[src/rtl/csr_pkg.sv]
// Shared CSR addresses, interrupt cause codes, mstatus bit positions and the
// read-modify-write helper used by the machine-mode trap unit.
package csr_pkg;

   localparam logic [11:0] CSR_MSTATUS   = 12'h300;
   localparam logic [11:0] CSR_MIE       = 12'h304;
   localparam logic [11:0] CSR_MTVEC     = 12'h305;
   localparam logic [11:0] CSR_MEPC      = 12'h341;
   localparam logic [11:0] CSR_MCAUSE    = 12'h342;
   localparam logic [11:0] CSR_MIP       = 12'h344;
   localparam logic [11:0] CSR_MCYCLE    = 12'hB00;
   localparam logic [11:0] CSR_MINSTRET  = 12'hB02;
   localparam logic [11:0] CSR_MCYCLEH   = 12'hB80;
   localparam logic [11:0] CSR_MINSTRETH = 12'hB82;

   localparam logic [4:0] IRQ_MTI        = 5'd7;
   localparam logic [4:0] IRQ_MEI        = 5'd11;
   localparam logic [4:0] IRQ_LOCAL_BASE = 5'd16;

   localparam int MSTATUS_MIE  = 3;
   localparam int MSTATUS_MPIE = 7;
   localparam logic [31:0] MSTATUS_MPP = 32'h0000_1800;

   localparam logic [1:0] MTVEC_DIRECT   = 2'b00;
   localparam logic [1:0] MTVEC_VECTORED = 2'b01;

   typedef enum logic [1:0] {
      CSR_W   = 2'b00,
      CSR_S   = 2'b01,
      CSR_C   = 2'b10,
      CSR_NOP = 2'b11
   } csr_op_e;

   function automatic logic [31:0] csr_apply(input csr_op_e op, input logic [31:0] old,
                                             input logic [31:0] wdata);
      logic [31:0] res;
      case (op)
         CSR_W:   res = wdata;
         CSR_S:   res = old | wdata;
         CSR_C:   res = old & ~wdata;
         default: res = old;
      endcase
      return res;
   endfunction

endpackage

[src/rtl/csr_irq_prio.sv]
// Fixed-priority interrupt selector: MEI > MTI > local lines (lowest index first).
module csr_irq_prio
   import csr_pkg::*;
#(
   parameter int NUM_LIRQ = 4
) (
   input  logic [NUM_LIRQ+15:0] pend,
   output logic                 irq_valid,
   output logic [4:0]           cause
);

   logic [4:0] lirq_cause_s;

   // Pick the winning pending interrupt; only the implemented bits can ever be set.
   always_comb begin
      irq_valid    = |pend;
      lirq_cause_s = 5'd0;
      for (int i = NUM_LIRQ - 1; i >= 0; i--) begin
         lirq_cause_s = pend[16 + i] ? (IRQ_LOCAL_BASE + i[4:0]) : lirq_cause_s;
      end
      if (pend[IRQ_MEI]) begin
         cause = IRQ_MEI;
      end else if (pend[IRQ_MTI]) begin
         cause = IRQ_MTI;
      end else begin
         cause = lirq_cause_s;
      end
   end

endmodule

[src/rtl/csr_trap_unit.sv]
// Machine-mode CSR file with interrupt trap entry, mret and the 64-bit counters
// for the 3-stage core; sits beside execute and redirects fetch on a trap.
module csr_trap_unit
   import csr_pkg::*;
#(
   parameter int          NUM_LIRQ    = 4,
   parameter logic [31:0] MTVEC_RESET = 32'h0000_0000,
   parameter bit          CNT_EN      = 1'b1
) (
   input  logic                clk,
   input  logic                rst,
   input  logic [11:0]         csr_addr,
   input  logic [31:0]         csr_wdata,
   input  logic [1:0]          csr_op,
   input  logic                csr_wr,
   input  logic                csr_rd,
   output logic [31:0]         csr_rdata,
   input  logic [31:0]         pc_in,
   input  logic                insn_valid,
   input  logic                insn_retire,
   input  logic                is_mret,
   input  logic                timer_irq,
   input  logic                ext_irq,
   input  logic [NUM_LIRQ-1:0] lirq,
   output logic                trap_taken,
   output logic [31:0]         trap_pc,
   output logic [31:0]         mret_pc
);

   localparam int PEND_W = 16 + NUM_LIRQ;

   logic                mie_bit_r, mpie_r;
   logic                mtie_r, meie_r, mtip_r, meip_r;
   logic [NUM_LIRQ-1:0] lie_r, lip_r;
   logic [31:0]         mepc_r, mcause_r, mtvec_r;
   logic [63:0]         mcycle_r, minstret_r;

   logic [31:0]         mstatus_s, mie_s, mip_s, rd_mux_s, wval_s, base_s;
   logic [PEND_W-1:0]   pend_s;
   logic                irq_valid_s, wr_en_s, mret_s;
   logic [4:0]          cause_s;

   // Assemble architectural views of the packed state bits.
   always_comb begin
      mstatus_s                = MSTATUS_MPP;
      mstatus_s[MSTATUS_MIE]   = mie_bit_r;
      mstatus_s[MSTATUS_MPIE]  = mpie_r;
      mie_s                    = 32'd0;
      mie_s[IRQ_MTI]           = mtie_r;
      mie_s[IRQ_MEI]           = meie_r;
      mie_s[PEND_W-1:16]       = lie_r;
      mip_s                    = 32'd0;
      mip_s[IRQ_MTI]           = mtip_r;
      mip_s[IRQ_MEI]           = meip_r;
      mip_s[PEND_W-1:16]       = lip_r;
   end

   assign pend_s = mip_s[PEND_W-1:0] & mie_s[PEND_W-1:0];

   csr_irq_prio #(.NUM_LIRQ(NUM_LIRQ)) u_prio (
      .pend      (pend_s),
      .irq_valid (irq_valid_s),
      .cause     (cause_s)
   );

   assign trap_taken = mie_bit_r & irq_valid_s & insn_valid;
   assign base_s     = {mtvec_r[31:2], 2'b00};
   assign trap_pc    = (mtvec_r[1:0] == MTVEC_VECTORED) ? (base_s + {25'd0, cause_s, 2'b00}) : base_s;
   assign mret_pc    = mepc_r;
   assign mret_s     = is_mret & insn_valid & ~trap_taken;
   assign wr_en_s    = csr_wr & (csr_op != CSR_NOP);

   // Address decode of the current register values; also the old value for set/clear.
   always_comb begin
      case (csr_addr)
         CSR_MSTATUS:   rd_mux_s = mstatus_s;
         CSR_MIE:       rd_mux_s = mie_s;
         CSR_MTVEC:     rd_mux_s = mtvec_r;
         CSR_MEPC:      rd_mux_s = mepc_r;
         CSR_MCAUSE:    rd_mux_s = mcause_r;
         CSR_MIP:       rd_mux_s = mip_s;
         CSR_MCYCLE:    rd_mux_s = CNT_EN ? mcycle_r[31:0]    : 32'd0;
         CSR_MCYCLEH:   rd_mux_s = CNT_EN ? mcycle_r[63:32]   : 32'd0;
         CSR_MINSTRET:  rd_mux_s = CNT_EN ? minstret_r[31:0]  : 32'd0;
         CSR_MINSTRETH: rd_mux_s = CNT_EN ? minstret_r[63:32] : 32'd0;
         default:       rd_mux_s = 32'd0;
      endcase
   end

   assign csr_rdata = csr_rd ? rd_mux_s : 32'd0;
   assign wval_s    = csr_apply(csr_op_e'(csr_op), rd_mux_s, csr_wdata);

   // Trap entry outranks mret, which outranks a software write to mstatus.
   always_ff @(posedge clk or posedge rst) begin
      if (rst) begin
         mie_bit_r <= 1'b0;
         mpie_r    <= 1'b0;
         mepc_r    <= 32'd0;
         mcause_r  <= 32'd0;
      end else if (trap_taken) begin
         mepc_r    <= pc_in;
         mcause_r  <= {1'b1, 26'd0, cause_s};
         mpie_r    <= mie_bit_r;
         mie_bit_r <= 1'b0;
      end else begin
         if (mret_s) begin
            mie_bit_r <= mpie_r;
            mpie_r    <= 1'b1;
         end else if (wr_en_s && csr_addr == CSR_MSTATUS) begin
            mie_bit_r <= wval_s[MSTATUS_MIE];
            mpie_r    <= wval_s[MSTATUS_MPIE];
         end
         if (wr_en_s && csr_addr == CSR_MEPC)   mepc_r   <= {wval_s[31:2], 2'b00};
         if (wr_en_s && csr_addr == CSR_MCAUSE) mcause_r <= wval_s;
      end
   end

   // mtvec/mie software state plus level sampling of the interrupt lines into mip.
   always_ff @(posedge clk or posedge rst) begin
      if (rst) begin
         mtvec_r <= MTVEC_RESET;
         mtie_r  <= 1'b0;
         meie_r  <= 1'b0;
         lie_r   <= '0;
         mtip_r  <= 1'b0;
         meip_r  <= 1'b0;
         lip_r   <= '0;
      end else begin
         mtip_r <= timer_irq;
         meip_r <= ext_irq;
         lip_r  <= lirq;
         if (wr_en_s && csr_addr == CSR_MTVEC) begin
            mtvec_r <= wval_s[1] ? {wval_s[31:2], 2'b00} : wval_s;
         end
         if (wr_en_s && csr_addr == CSR_MIE) begin
            mtie_r <= wval_s[IRQ_MTI];
            meie_r <= wval_s[IRQ_MEI];
            lie_r  <= wval_s[PEND_W-1:16];
         end
      end
   end

   // 64-bit counters; a write to either half replaces that cycle's increment.
   always_ff @(posedge clk or posedge rst) begin
      if (rst) begin
         mcycle_r   <= 64'd0;
         minstret_r <= 64'd0;
      end else if (CNT_EN) begin
         if (wr_en_s && csr_addr == CSR_MCYCLE)       mcycle_r <= {mcycle_r[63:32], wval_s};
         else if (wr_en_s && csr_addr == CSR_MCYCLEH) mcycle_r <= {wval_s, mcycle_r[31:0]};
         else                                         mcycle_r <= mcycle_r + 64'd1;
         if (wr_en_s && csr_addr == CSR_MINSTRET)       minstret_r <= {minstret_r[63:32], wval_s};
         else if (wr_en_s && csr_addr == CSR_MINSTRETH) minstret_r <= {wval_s, minstret_r[31:0]};
         else if (insn_retire)                          minstret_r <= minstret_r + 64'd1;
      end
   end

endmodule
[config.mk]
export PLATFORM = sky130hd
export DESIGN_NAME = csr_trap_unit
export DESIGN_NICKNAME = d
export VERILOG_FILES = /design/src/rtl/csr_pkg.sv /design/src/rtl/csr_irq_prio.sv /design/src/rtl/csr_trap_unit.sv
export SDC_FILE = /design/constraint.sdc
export NUM_CORES = 1
export LEC_CHECK = 0
export ABC_AREA = 1
export CORE_MARGIN = 1.5
export CORE_UTILIZATION = 40
export CTS_BUF_LIST = sky130_fd_sc_hd__clkbuf_2 sky130_fd_sc_hd__clkbuf_4 sky130_fd_sc_hd__clkbuf_8
export CTS_CLUSTER_DIAMETER = 50
export DETAILED_ROUTE_END_ITERATION = 10
export MAX_ROUTING_LAYER = met4
export PLACE_DENSITY = 0.63
export SLEW_MARGIN = 20
export SYNTH_ARGS = -nofsm -noshare
export SYNTH_HDL_FRONTEND = slang
export SYNTH_SLANG_ARGS = --single-unit
[constraint.sdc]
create_clock -name clk -period 7.8 [get_ports clk]
set_input_delay 0.78 -clock clk [delete_from_list [all_inputs] [get_ports clk]]
set_output_delay 0.78 -clock clk [all_outputs]
set_load 0.01 [all_outputs]
==> flow_metrics.tcl, run 1 <==
set metrics [dict create \
    path_clk_slew_ns 0.06 \
    finClkSkew_ns 0.0315 \
    min_period_over_period 0.667 \
    nFillCells 4933 \
    avgSynthCellArea_um2 6.21 \
    numCtsBuffers 51 \
    nets 3276 \
    yosys_warnings 0 \
    seq_area_frac_synth 0.316 \
    worstMarginPinSlew_ns 1.02 \
    ant_nets 0 \
    hold_ws_ns 0.484 \
    postSynthCellCount 3021 \
    synth_cell_types 49 \
    critPathLaunchType "primary input" \
    drc 0 \
    drtIter0Drc 3200 \
    place.gp.congestion 1.07 \
    coreArea_um2 46500 \
    ios 188 \
    cts-root-buf "clkbuf_8" \
    clk_latency_ns 0.68 \
    die_w_um 220 \
    die-area_um2 48200 \
    hold_path.class "reg2reg" \
    track_usage 0.458 \
    gr-total-overflow 0 \
    slew_headroom 0.323 \
    clock_path_buffers 3 \
    cts.sinks 237 \
    drive_gt1_frac 0.0610 \
    netlist_area_um2 18800 \
    ys.flop_type "dfrtp_1" \
    grt_max_degree 129 \
    wire_per_inst_um 28.2 \
    status "complete, no violations" \
    io_buffers 185 \
    power.density_nw_per_um2 189 \
    fin_area_um2 22200 \
    place_inst 3731 \
    grt_pass1_vias 21300 \
    min_period_ns 5.20 \
    hpwl_um 84900 \
    final-hold-violation-count 0 \
    rsz0062_at_grt "no" \
    dr_total_vias 23000 \
    pre_cts_ws_ns 2.74 \
    async_flop_share 1.00 \
    antenna_found_initial 10 \
    slew_viol_final 0 \
    start_util 0.404 \
    ir_drop_v 0.000171 \
    fmax_mhz 192 \
    max_cap_viol_count 0 \
    required_ns 7.02 \
    worst_slack_ns 2.60 \
    htreeDepth 2 \
    crit_arrival_ns 4.42 \
    die_h_um 220 \
    tritoncts "done" \
    synth_seq_cells 237 \
    dr.pass1.iters 8 \
    end_kind "primary output" \
    cts_resized 0 \
    rows 79 \
    routed_via_density 6.00 \
    power_leakage_nw 10.2 \
    placed_area_um2 21000 \
    postCtsHoldBufs 0 \
    post_cts_buffers 0 \
    grt_first_pass_wirelength_um 152000 \
    setup_tns_ns 0 \
    crit_type "in2out" \
    synth_edf_count 0 \
    syn_to_final_growth_pct 18.3 \
    cp_max_fo 24 \
    instances_no_fill 3830 \
    setup_violations 0 \
    drt-total-wl_um 108000 \
]
cell usage in the layout (no fill, tap or decap), drive strengths merged, types with 14 or more instances in the layout:
cell type and count:
a21oi 66, buf 17, clkbuf 75, clkdlybuf4s50 185, clkinv 14, dfrtp 237, inv 336, nand2 992
nand3 362, nand4 85, nor2 352, nor3 88, o21ai 205, o21bai 19, o22ai 45, xor2 66
flip-flops by register name (all words and copies together) (netlist names):
| name | count |
|---|---|
| mtie_r | 1 |
| minstret_r | 64 |
| lip_r | 4 |
| mcause_r | 32 |
| mret_pc | 32 |
| mcycle_r | 64 |
| mtip_r | 1 |
| mie_bit_r | 1 |
| mpie_r | 1 |
| mtvec_r | 31 |
| meie_r | 1 |
| lie_r | 4 |
| meip_r | 1 |
logic make-up (layout without fill, tap and decap cells):
family / after synthesis / in the layout / share of synthesized area
XOR/XNOR: 74 / 74 / 0.0346
other: 1 / 12 / 0.000200
adder cells (fa/ha/maj): 8 / 8 / 0.00574
buffers and inverters: 441 / 632 / 0.0953
AO/OA/AOI/OAI: 362 / 362 / 0.106
flip-flops: 237 / 237 / 0.316
AND/OR/NAND/NOR: 1898 / 1898 / 0.442
path summary, 6_finish.rpt:
| path | end | cells after the start | slack [ns] | startpoint |
|---|---|---|---|---|
| setup / recovery | csr_rdata[11] | 11 | 2.60 | csr_addr[7] |
| hold / removal | mcause_r[7] | 2 | 0.48 | mcause_r[7] |
| setup reg to reg | minstret_r[28] | 14 | 4.78 | minstret_r[0] |
| hold reg to reg | mcause_r[7] | 2 | 0.48 | mcause_r[7] |
| max in group asynchronous | mcycle_r[61] | 3 | 5.91 | rst |
| min in group asynchronous | mcycle_r[7] | 2 | 0.67 | rst |
where the power goes:
| group | total (mW) | switching (mW) | internal, mW | leakage (nW) |
|---|---|---|---|---|
| registers | 1.68 | 0.291 | 1.39 | 2.86 |
| clock network | 1.59 | 0.662 | 0.924 | 0.606 |
| logic | 0.926 | 0.561 | 0.366 | 6.72 |
| total | 4.20 | 1.51 | 2.68 | 10.2 |
layer usage:
metal | GRT usage | up-vias | part of all wire
li1 | - | 10200 | -
met1 | 0.539 | 10900 | 0.37
met2 | 0.681 | 1557 | 0.43
met3 | 0.112 | 418 | 0.11
met4 | 0.336 | 0 | 0.086
met5 | - | - | 0
synth_stat cells, types with 4 or more instances:
library cell  number  area (µm²)
a21oi_1           65         325
buf_1              6        22.5
buf_2             42         210
buf_4             11        82.6
buf_6              5        56.3
clkbuf_1          36         135
clkinv_1           4        15.0
dfrtp_1          237        5930
ha_1               7        87.6
inv_1            320        1200
inv_2             17        63.8
nand2_1          954        3580
nand2_2           30         188
nand2_4            8        90.1
nand3_1          358        1790
nand3b_1           8        60.1
nand4_1           85         532
nor2_1           330        1240
nor2_2             8        50.1
nor2_4            11         124
nor3_1            87         435
nor4_1             5        31.3
o211ai_1           7        52.6
o21a_1             4        30.0
o21ai_0          184         921
o21ai_1           21         105
o21bai_1          19         143
o22ai_1           45         282
xnor2_1            8        70.1
xor2_1            66         578
area by class of cell:
cell class | count | area (µm²) | share of cell area
flip-flops and latches | 237 | 5930 | 0.267
inverters | 341 | 1290 | 0.0580
clock inverters | 14 | 176 | 0.00795
clock buffers | 75 | 970 | 0.0437
repair buffers | 202 | 1990 | 0.0898
well taps | 607 | 759 | 0.0342
diodes | 10 | 25.0 | 0.00113
multi-input cells | 2344 | 11100 | 0.498
stage by stage:
| step | util | total power, mW |
|---|---|---|
| finish | 0.478 | 4.20 |
| global route | 0.478 | 4.32 |
| CTS | 0.477 | 4.16 |
| detailed placement | 0.452 | 2.59 |
| global placement | 0.452 | 2.58 |
| floorplan | - | 2.03 |
critical path: stages:
cell and delay, ns:
clkdlybuf4s50_1 0.78, nor2_1 0.25, nand2_1 0.13, nor2_4 0.48, nand2_2 0.21, inv_2 0.49, nand2_1 0.12, o21ai_0 0.10
nor2_1 0.07, a41oi_1 0.37, clkdlybuf4s50_1 0.63
Note: power is estimated with default switching activity, not from simulation.
==> inputs of run 2 (changes only) <==
--- a/config.mk
+++ b/config.mk
@@ -12,7 +12,7 @@
 export CTS_CLUSTER_DIAMETER = 50
 export DETAILED_ROUTE_END_ITERATION = 10
 export MAX_ROUTING_LAYER = met4
-export PLACE_DENSITY = 0.63
+export PLACE_DENSITY = 0.66
 export SLEW_MARGIN = 20
 export SYNTH_ARGS = -nofsm -noshare
 export SYNTH_HDL_FRONTEND = slang
==> constraint.sdc (replaced) <==
create_clock -name clk -period 4.5 [get_ports clk]
set_input_delay 0.45 -clock clk [delete_from_list [all_inputs] [get_ports clk]]
set_output_delay 0.45 -clock clk [all_outputs]
set_load 0.01 [all_outputs]
==> run 2 against run 1 <==
Net effect: combinational power increased by 73%; first-iteration DRC count rose by 6.6%; via count increased by 2.7%; global-route usage rose by 1.5 points; non-clock buffer count up 21; critical path type is now reg2out.
==> flow_metrics.tcl, run 2 (same netlist as run 1, synthesis figures left out) <==
set metrics [dict create \
    p_total_mw 7.39 \
    power.density_nw_per_um2 329 \
    power_leakage_nw 10.3 \
    start_util 0.404 \
    placed_area_um2 21200 \
    min_period_over_period 0.950 \
    grt_max_degree 151 \
    drive_gt1_frac 0.0710 \
    hpwl_um 86900 \
    tritoncts "done" \
    setup_tns_ns 0 \
    layout_common_cells "953 x nand2_1, 358 x nand3_1, 326 x nor2_1" \
    track_usage 0.474 \
    antenna_found_initial 6 \
    postCtsHoldBufs 0 \
    crit_arrival_ns 3.83 \
    worstMarginPinSlew_ns 1.11 \
    finClkSkew_ns 0.0382 \
    grt_pass1_vias 21900 \
    drt-total-wl_um 112000 \
    cts.sinks 237 \
    path_clk_slew_ns 0.06 \
    clk_latency_ns 0.69 \
    max_cap_viol_count 0 \
    numCtsBuffers 52 \
    routed_via_density 6.12 \
    drtIter0Drc 3412 \
    status "complete, no violations" \
    htreeDepth 2 \
    ir_drop_v 0.000271 \
    critPathLaunchType "register" \
    setup_violations 0 \
    syn_to_final_growth_pct 19.9 \
    slew_viol_final 0 \
    coreArea_um2 46500 \
    ant_nets 0 \
    crit_type "reg2out" \
    drc 0 \
    wire_per_inst_um 28.9 \
    place_inst 3752 \
    min_period_ns 4.28 \
    rows 79 \
    final_util 0.484 \
    die-area_um2 48200 \
    reg_top3 "mcycle_r (64), minstret_r (64)" \
    nets 3298 \
    ios 188 \
    slew_headroom 0.258 \
    die_h_um 220 \
    gr-total-overflow 0 \
    final-hold-violation-count 0 \
    dr.pass1.iters 7 \
    hold_path.class "in2async" \
    fmax_mhz 234 \
    dr_total_vias 23600 \
    cp_max_fo 5 \
    post_cts_buffers 0 \
    grt_first_pass_wirelength_um 156000 \
    die_w_um 220 \
    place.gp.congestion 1.12 \
    io_buffers 185 \
    instances_no_fill 3855 \
    cts-root-buf "clkbuf_8" \
    clock_path_buffers 3 \
    required_ns 4.05 \
    nFillCells 4870 \
    final_common_cell "nand2_1" \
    fin_area_um2 22500 \
    rsz0062_at_grt "no" \
    end_kind "primary output" \
]
[run 2: changes by cell type in the layout (fill, tap and decap cells not counted), sizes merged]
cell      before  now
clkbuf        75   78
clkinvlp       1    3
diode         10    8
buf           17   38
inv          336  337
[run 2: path summary, 6_finish.rpt]
kind / from / endpoint / slack, ns / cells past startpoint
min in group clk: ext_irq / meip_r / 0.21 / 1
min reg2reg: mcause_r[11] / mcause_r[11] / 0.49 / 2
max in group asynchronous: rst / minstret_r[29] / 3.19 / 3
max: lie_r[2] / trap_pc[24] / 0.22 / 16
min: rst / mtvec_r[31] / 0.04 / 2
max reg2reg: lie_r[1] / mret_pc[13] / 1.60 / 10
[run 2: cell type report]
type	count	area, µm²	area share
multi-input combinational	2344	11100	0.493
inverter	341	1280	0.0571
clock inverter	17	205	0.00912
antenna	8	20.0	0.000890
sequential	237	5930	0.264
timing repair buffer	223	2190	0.0972
tap	607	759	0.0338
clock buffer	78	1020	0.0455
[run 2: worst max-delay path: stages, from the launching register on]
cell,delay (ns)
dfrtp_1,0.40
nand2_1,0.10
nand3_1,0.08
nand2_1,0.06
nand2_1,0.08
nand2_1,0.11
ha_1,0.27
fa_1,0.43
nand3_1,0.11
nand2_1,0.14
a21oi_2,0.26
nor3_2,0.08
nand2_2,0.15
nor2_4,0.06
nand2_1,0.08
xor2_1,0.17
clkdlybuf4s50_1,0.58
[run 2: stage by stage]
stage,setup slack [ns],hold WS (ns)
2_1_floorplan,0.944,0.449
3_3_place_gp,0.480,0.463
3_5_place_dp,0.417,0.469
4_1_cts,0.0402,0.0273
5_1_grt,0.0471,0.0480
6_report,0.223,0.0443
[run 2: repair_timing]
action / 4_1_cts / 5_1_grt
hold endpoints to repair: 0 / 0
endpoints found under the setup margin: 0 / 4
resized for setup: 0 / 8
[run 2: layer usage]
layer / track usage / vias up / wire length, µm
li1: - / 10200 / -
met1: 0.558 / 11100 / 40900
met2: 0.690 / 1861 / 47500
met4: 0.353 / 0 / 9650
met3: 0.129 / 470 / 13500
met5: - / - / 0
[run 2: power by group]
| group | total, mW | leakage [nW] | internal (mW) | switching, mW |
|---|---|---|---|---|
| Clock | 2.90 | 0.641 | 1.69 | 1.21 |
| Sequential | 2.90 | 2.86 | 2.41 | 0.483 |
| Combinational | 1.60 | 6.84 | 0.639 | 0.961 |
| Total | 7.39 | 10.3 | 4.74 | 2.65 |
